==> src/rtl/vga_timing_gen.sv <==
// vga_timing_gen: 640x480@60 pixel-timing master with registered DAC outputs,
// one-cycle colour latency, and a per-frame tick/counter for game logic.
module vga_timing_gen #(
    parameter int H_VISIBLE = 640,
    parameter int H_FRONT   = 16,
    parameter int H_SYNC    = 96,
    parameter int H_BACK    = 48,
    parameter int V_VISIBLE = 480,
    parameter int V_FRONT   = 10,
    parameter int V_SYNC    = 2,
    parameter int V_BACK    = 33
) (
    input  logic        CLOCK_25,
    input  logic        rst,
    input  logic [7:0]  R_in,
    input  logic [7:0]  G_in,
    input  logic [7:0]  B_in,
    output logic [9:0]  next_x,
    output logic [9:0]  next_y,
    output logic [7:0]  VGA_R,
    output logic [7:0]  VGA_G,
    output logic [7:0]  VGA_B,
    output logic        VGA_HS,
    output logic        VGA_VS,
    output logic        VGA_BLANK_N,
    output logic        VGA_SYNC_N,
    output logic        VGA_CLK,
    output logic        frame_tick,
    output logic [15:0] frame_count
);
    localparam logic [9:0] H_VIS   = 10'(H_VISIBLE);
    localparam logic [9:0] V_VIS   = 10'(V_VISIBLE);
    localparam logic [9:0] H_LAST  = 10'(H_VISIBLE + H_FRONT + H_SYNC + H_BACK - 1);
    localparam logic [9:0] V_LAST  = 10'(V_VISIBLE + V_FRONT + V_SYNC + V_BACK - 1);
    localparam logic [9:0] HS_FIRST = 10'(H_VISIBLE + H_FRONT);
    localparam logic [9:0] HS_LAST  = 10'(H_VISIBLE + H_FRONT + H_SYNC - 1);
    localparam logic [9:0] VS_FIRST = 10'(V_VISIBLE + V_FRONT);
    localparam logic [9:0] VS_LAST  = 10'(V_VISIBLE + V_FRONT + V_SYNC - 1);

    logic [9:0]  hc_q, hc_d, vc_q, vc_d;
    logic [7:0]  r_q, r_d, g_q, g_d, b_q, b_d;
    logic        hs_q, hs_d, vs_q, vs_d, blank_n_q, blank_n_d, tick_q, tick_d;
    logic [15:0] count_q, count_d;
    logic        h_end, v_end, visible;

    // Output stage is decoded from the current counters, so pins lag next_x/next_y by one cycle.
    always_comb begin
        h_end     = hc_q == H_LAST;
        v_end     = vc_q == V_LAST;
        visible   = (hc_q < H_VIS) && (vc_q < V_VIS);
        hc_d      = h_end ? 10'd0 : hc_q + 10'd1;
        vc_d      = !h_end ? vc_q : (v_end ? 10'd0 : vc_q + 10'd1);
        r_d       = visible ? R_in : 8'd0;
        g_d       = visible ? G_in : 8'd0;
        b_d       = visible ? B_in : 8'd0;
        blank_n_d = visible;
        hs_d      = !((hc_q >= HS_FIRST) && (hc_q <= HS_LAST));
        vs_d      = !((vc_q >= VS_FIRST) && (vc_q <= VS_LAST));
        tick_d    = (hc_q == H_VIS - 10'd1) && (vc_q == V_VIS - 10'd1);
        count_d   = count_q + 16'(tick_d);
    end

    always_ff @(posedge CLOCK_25 or posedge rst) begin
        if (rst) begin
            hc_q      <= '0;
            vc_q      <= '0;
            r_q       <= '0;
            g_q       <= '0;
            b_q       <= '0;
            hs_q      <= 1'b1;
            vs_q      <= 1'b1;
            blank_n_q <= 1'b0;
            tick_q    <= 1'b0;
            count_q   <= '0;
        end else begin
            hc_q      <= hc_d;
            vc_q      <= vc_d;
            r_q       <= r_d;
            g_q       <= g_d;
            b_q       <= b_d;
            hs_q      <= hs_d;
            vs_q      <= vs_d;
            blank_n_q <= blank_n_d;
            tick_q    <= tick_d;
            count_q   <= count_d;
        end
    end

    assign next_x      = hc_q;
    assign next_y      = vc_q;
    assign VGA_R       = r_q;
    assign VGA_G       = g_q;
    assign VGA_B       = b_q;
    assign VGA_HS      = hs_q;
    assign VGA_VS      = vs_q;
    assign VGA_BLANK_N = blank_n_q;
    assign VGA_SYNC_N  = 1'b1;
    assign VGA_CLK     = ~CLOCK_25;
    assign frame_tick  = tick_q;
    assign frame_count = count_q;
endmodule

==> config.mk <==
export PLATFORM = sky130hd
export DESIGN_NAME = vga_timing_gen
export DESIGN_NICKNAME = d
export VERILOG_FILES = /design/src/rtl/vga_timing_gen.sv
export SDC_FILE = /design/constraint.sdc
export NUM_CORES = 1
export LEC_CHECK = 0
export ABC_AREA = 0
export BUFFER_PORTS_ARGS = -buffer_cell sky130_fd_sc_hd__buf_2
export CORE_MARGIN = 1.5
export CORE_UTILIZATION = 29
export DETAILED_ROUTE_END_ITERATION = 16
export PLACE_DENSITY = 0.54
export SYNTH_ARGS = -nofsm -noshare
export SYNTH_HDL_FRONTEND = slang
export SYNTH_SLANG_ARGS = --single-unit
==> constraint.sdc <==
create_clock -name CLOCK_25 -period 5.33 [get_ports CLOCK_25]
set_clock_uncertainty 0.15 [all_clocks]
set_input_delay 1.066 -clock CLOCK_25 [delete_from_list [all_inputs] [get_ports CLOCK_25]]
set_output_delay 1.066 -clock CLOCK_25 [all_outputs]
set_load 0.01 [all_outputs]
After elaboration in Yosys (flattened, before gate mapping):

Cells that the tools add are included.

* bits in registers: 64
* input port bits: 26
* output and inout bits: 66
* word-level logic and storage cells: 35

* add/sub/neg operators: 3
* magnitude comparators: 6
* eq/ne operators: 4
* multiplexer cells: 5
* bitwise logic cells: 1
* reduce and logical (&&, ||, !) cells: 6

Operators by type and width (count)
* 10-bit == test, second input constant: 3
* 8-bit 2-to-1 mux: 3
* 10-bit by 1-bit adder with 10-bit output, second input constant: 2
* 10-bit 2-to-1 mux: 2
* 16-bit by 1-bit adder with 16-bit output: 1
* 10-bit by 9-bit == test with 1-bit output, second input constant: 1
* 10-bit >= comparator, second input constant: 1
* 10-bit by 9-bit >= comparator with 1-bit output, second input constant: 1
* 10-bit <= comparator, second input constant: 1
* 10-bit by 9-bit <= comparator with 1-bit output, second input constant: 1
* 10-bit < comparator, second input constant: 1
* 10-bit by 9-bit < comparator with 1-bit output, second input constant: 1
* 1-bit logical AND: 4
* 1-bit logical NOT: 2
* 1-bit NOT: 1

Logic depth before layout (Yosys ltp):

* depth after elaboration: 3
* gate-level depth with buffers: 11
* depth with buffers taken out: 10

==> results.py <==
metrics = {
    "run_status": {
        "outcome": "finished, final reports clean",
    },
    "setup_path": {
        "critPathBufInv": 4,
        "cpPeakStageDelay_ns": 0.17,
        "rr_startpoint": "next_x[0]$_DFF_PP0_",
        "start_kind": "clock port",
        "required_ns": 4.11,
        "crit_start": "CLOCK_25",
        "cp_max_fo": 13,
        "crit_top_cell": "clkbuf_8",
        "path_cells": "clkbuf_8, clkbuf_8, inv_1, buf_2",
        "arrival_ns": 3.16,
        "critPathSlowestCell": "clkbuf_8",
        "crit_type": "clock port to output pin",
        "critPathTopFamily": "buffers and inverters",
        "critPathCaptureType": "output pin",
    },
    "logic_synthesis": {
        "synthTopCellsByCount": "dfrtp_1, and2_1, nand3_1, nor2_1, nand2_1",
        "ys_top_cells_by_area": "dfrtp_1, and2_1, xnor2_1",
        "async_reset_ff_share_pct": 100,
        "syn_area_um2": 2700,
        "synthSimpleGateAreaFrac_pct": 22.6,
        "yosys.area.top_type": "dfrtp_1",
        "synth-seq-cells": 64,
        "synth_ff_type": "dfrtp_1",
        "synthMuxAreaShare_pct": 0.371,
        "yosysWarnings": 0,
        "synth_cell_types": 42,
        "synth_xor_area_share_pct": 7.78,
        "synth_cells": 233,
        "syn_avg_cell_area_um2": 11.6,
        "seq_area_frac_synth_pct": 59.4,
        "synth_top_family_by_area": "simple AND/OR/NAND/NOR gates",
        "yosysTopAreaCellShare_pct": 57.5,
        "synth_fa_ha_area_share_pct": 2.78,
        "synth_edf_count": 0,
        "syn-num-nets": 265,
        "synth_compound_area_share_pct": 3.43,
        "synth_most_common_cell": "dfrtp_1",
    },
    "clock_network": {
        "path_clk_slew_ns": 0.08,
        "h-tree-depth": 3,
        "insertion_delay_ns": 0.34,
        "post-cts-setup-buffers": 0,
        "cts.path.max_buffers": 2,
        "cts_buffers": 9,
        "cts_tree": "built",
        "post_cts_resized": 0,
        "cts_root_buf": "clkbuf_8",
        "cts_hold_buffers": 0,
    },
    "final_layout": {
        "antenna_cells": 0,
        "n_fill_cell": 905,
        "final_nets": 361,
        "area.sequential_um2": 1600,
        "final_area_um2": 3470,
        "drive_above_1_share_pct": 36.5,
        "area_growth_pct": 28.5,
        "multi_input_area_um2": 1000,
        "fin_util_pct": 37.9,
    },
    "detailed_routing": {
        "dr_total_vias": 2051,
        "viasPerCell": 4.61,
        "antenna_left": 0,
        "dr.pass1.iters": 4,
        "drc": 0,
        "drt_iter0_drc": 74,
        "routed_wl_mm": 5.96,
        "drt-wirelength-per-cell_um": 13.4,
    },
    "place": {
        "placed_cell_area_um2": 3260,
        "pre_cts_ws_ns": 1.31,
        "gp_congestion": 0.775,
        "post-dp-hpwl_mm": 4.22,
        "portBuffers": 90,
    },
    "global_routing": {
        "grt_max_degree": 45,
        "grt_overflow": 0,
        "grt_pass1_wl_mm": 9.67,
        "antenna_found_initial": 0,
        "gr-usage-all-layers_pct": 12.7,
        "grt_pass1_vias": 1972,
    },
    "timing": {
        "hold_viol": 0,
        "setup_violations": 0,
        "hold_ws_ns": 0.317,
        "worstMarginPinSlew_ns": 0.558,
        "max-slew-margin-rel_pct": 62.8,
        "rsz0062_at_grt": "no",
        "drv_slew": 0,
        "setup_slack_ns": 0.959,
        "setup_tns_ns": 0,
    },
    "floorplanning": {
        "die_w_um": 99.5,
        "num_rows": 35,
        "core_um2": 9150,
        "die_h_um": 99.5,
        "dieArea_um2": 9900,
        "initial_core_util_pct": 29.5,
        "io_pins": 92,
    },
    "flow_run": {
        "max_cap_viol_count": 0,
    },
    "worst_hold_path": {
        "hold_start": "frame_count[15]$_DFF_PP0_",
        "hp-class": "flop to flop",
    },
    "pwr": {
        "peakVddDrop_v": 0.0000822,
        "powerDensity_nw_per_um2": 285,
        "leakage_nw": 1.75,
    },
}
## cells in the final DEF (no fill, tap or decap), types with 3 or more instances in the layout
cell type  instances
nor3_1             4
and2_1            24
buf_2             90
nand2_1           14
a21oi_1            3
clkbuf_8           9
o21ai_0            4
nand4_1            7
nor2_1            15
ha_1               6
dfrtp_1           62
inv_1             11
nand3_1           15
and3_1             4
xnor2_1           12
xor2_1            12
## layer usage
layer / GRT usage [%] / wire length (um) / vias to the layer above
met1: 17.1 / 2790 / 1003
met5: 0 / 0 / -
met3: 4.29 / 375 / 5
met2: 18.6 / 2740 / 68
met4: 5.85 / 55 / 0
li1: - / - / 975
## power by group
part	internal [mW]	leakage [nW]	switching [mW]
clock network	0.236	0.121	0.217
registers	0.494	0.812	0.00212
logic	0.0173	0.818	0.0215
total	0.748	1.75	0.241
## flip-flops by register name, indices dropped and copies added, names as in the netlist
name	cells
next_x	10
VGA_HS	1
frame_tick	1
VGA_VS	1
frame_count	16
VGA_R	8
VGA_BLANK_N	1
VGA_G	8
next_y	10
VGA_B	8
## through the flow
stage | total power, mW | cells
2_1_floorplan | 0.533 | 233
3_3_place_gp | 0.559 | 429
3_5_place_dp | 0.560 | 429
4_1_cts | 1.01 | 445
5_1_grt | 1.04 | 445
6_report | 0.989 | 445
## worst reg2reg max path, delay by kind of cell, from the launching register on
| kind | cells | cell delay, ns |
|---|---|---|
| xor gates and xnor gates | 1 | 0.14 |
| adders and majority gates | 3 | 0.68 |
| DFF | 1 | 0.43 |
| and+or+nand+nor | 6 | 1.44 |
## final cells by class
cell class,instances,share of cell area (%)
Clock buffer,12,5.16
Tap cell,111,4.00
Inverter,11,1.19
Sequential cell,64,46.2
Timing Repair Buffer,91,13.3
Clock inverter,6,1.23
Multi-Input combinational cell,150,28.9
## kinds of logic after synthesis
group                    after synthesis
AO/OA/AOI/OAI                         14
buffers and inverters                 19
adder cells (fa/ha/maj)                6
AND/OR/NAND/NOR                      104
XOR/XNOR                              24
other                                  1
flip-flops                            64
multiplexers                           1
## final timing paths
kind | to | slack [ns] | cells after the start
max | VGA_CLK | 0.96 | 4
min | frame_count[15]$_DFF_PP0_ | 0.32 | 1
max reg2reg | frame_count[10]$_DFF_PP0_ | 2.42 | 10
min reg2reg | frame_count[15]$_DFF_PP0_ | 0.32 | 1
max in group asynchronous | VGA_R[6]$_DFF_PP0_ | 3.54 | 3
min in group asynchronous | frame_count[7]$_DFF_PP0_ | 0.57 | 2
Power figures use the tool's default switching activity.
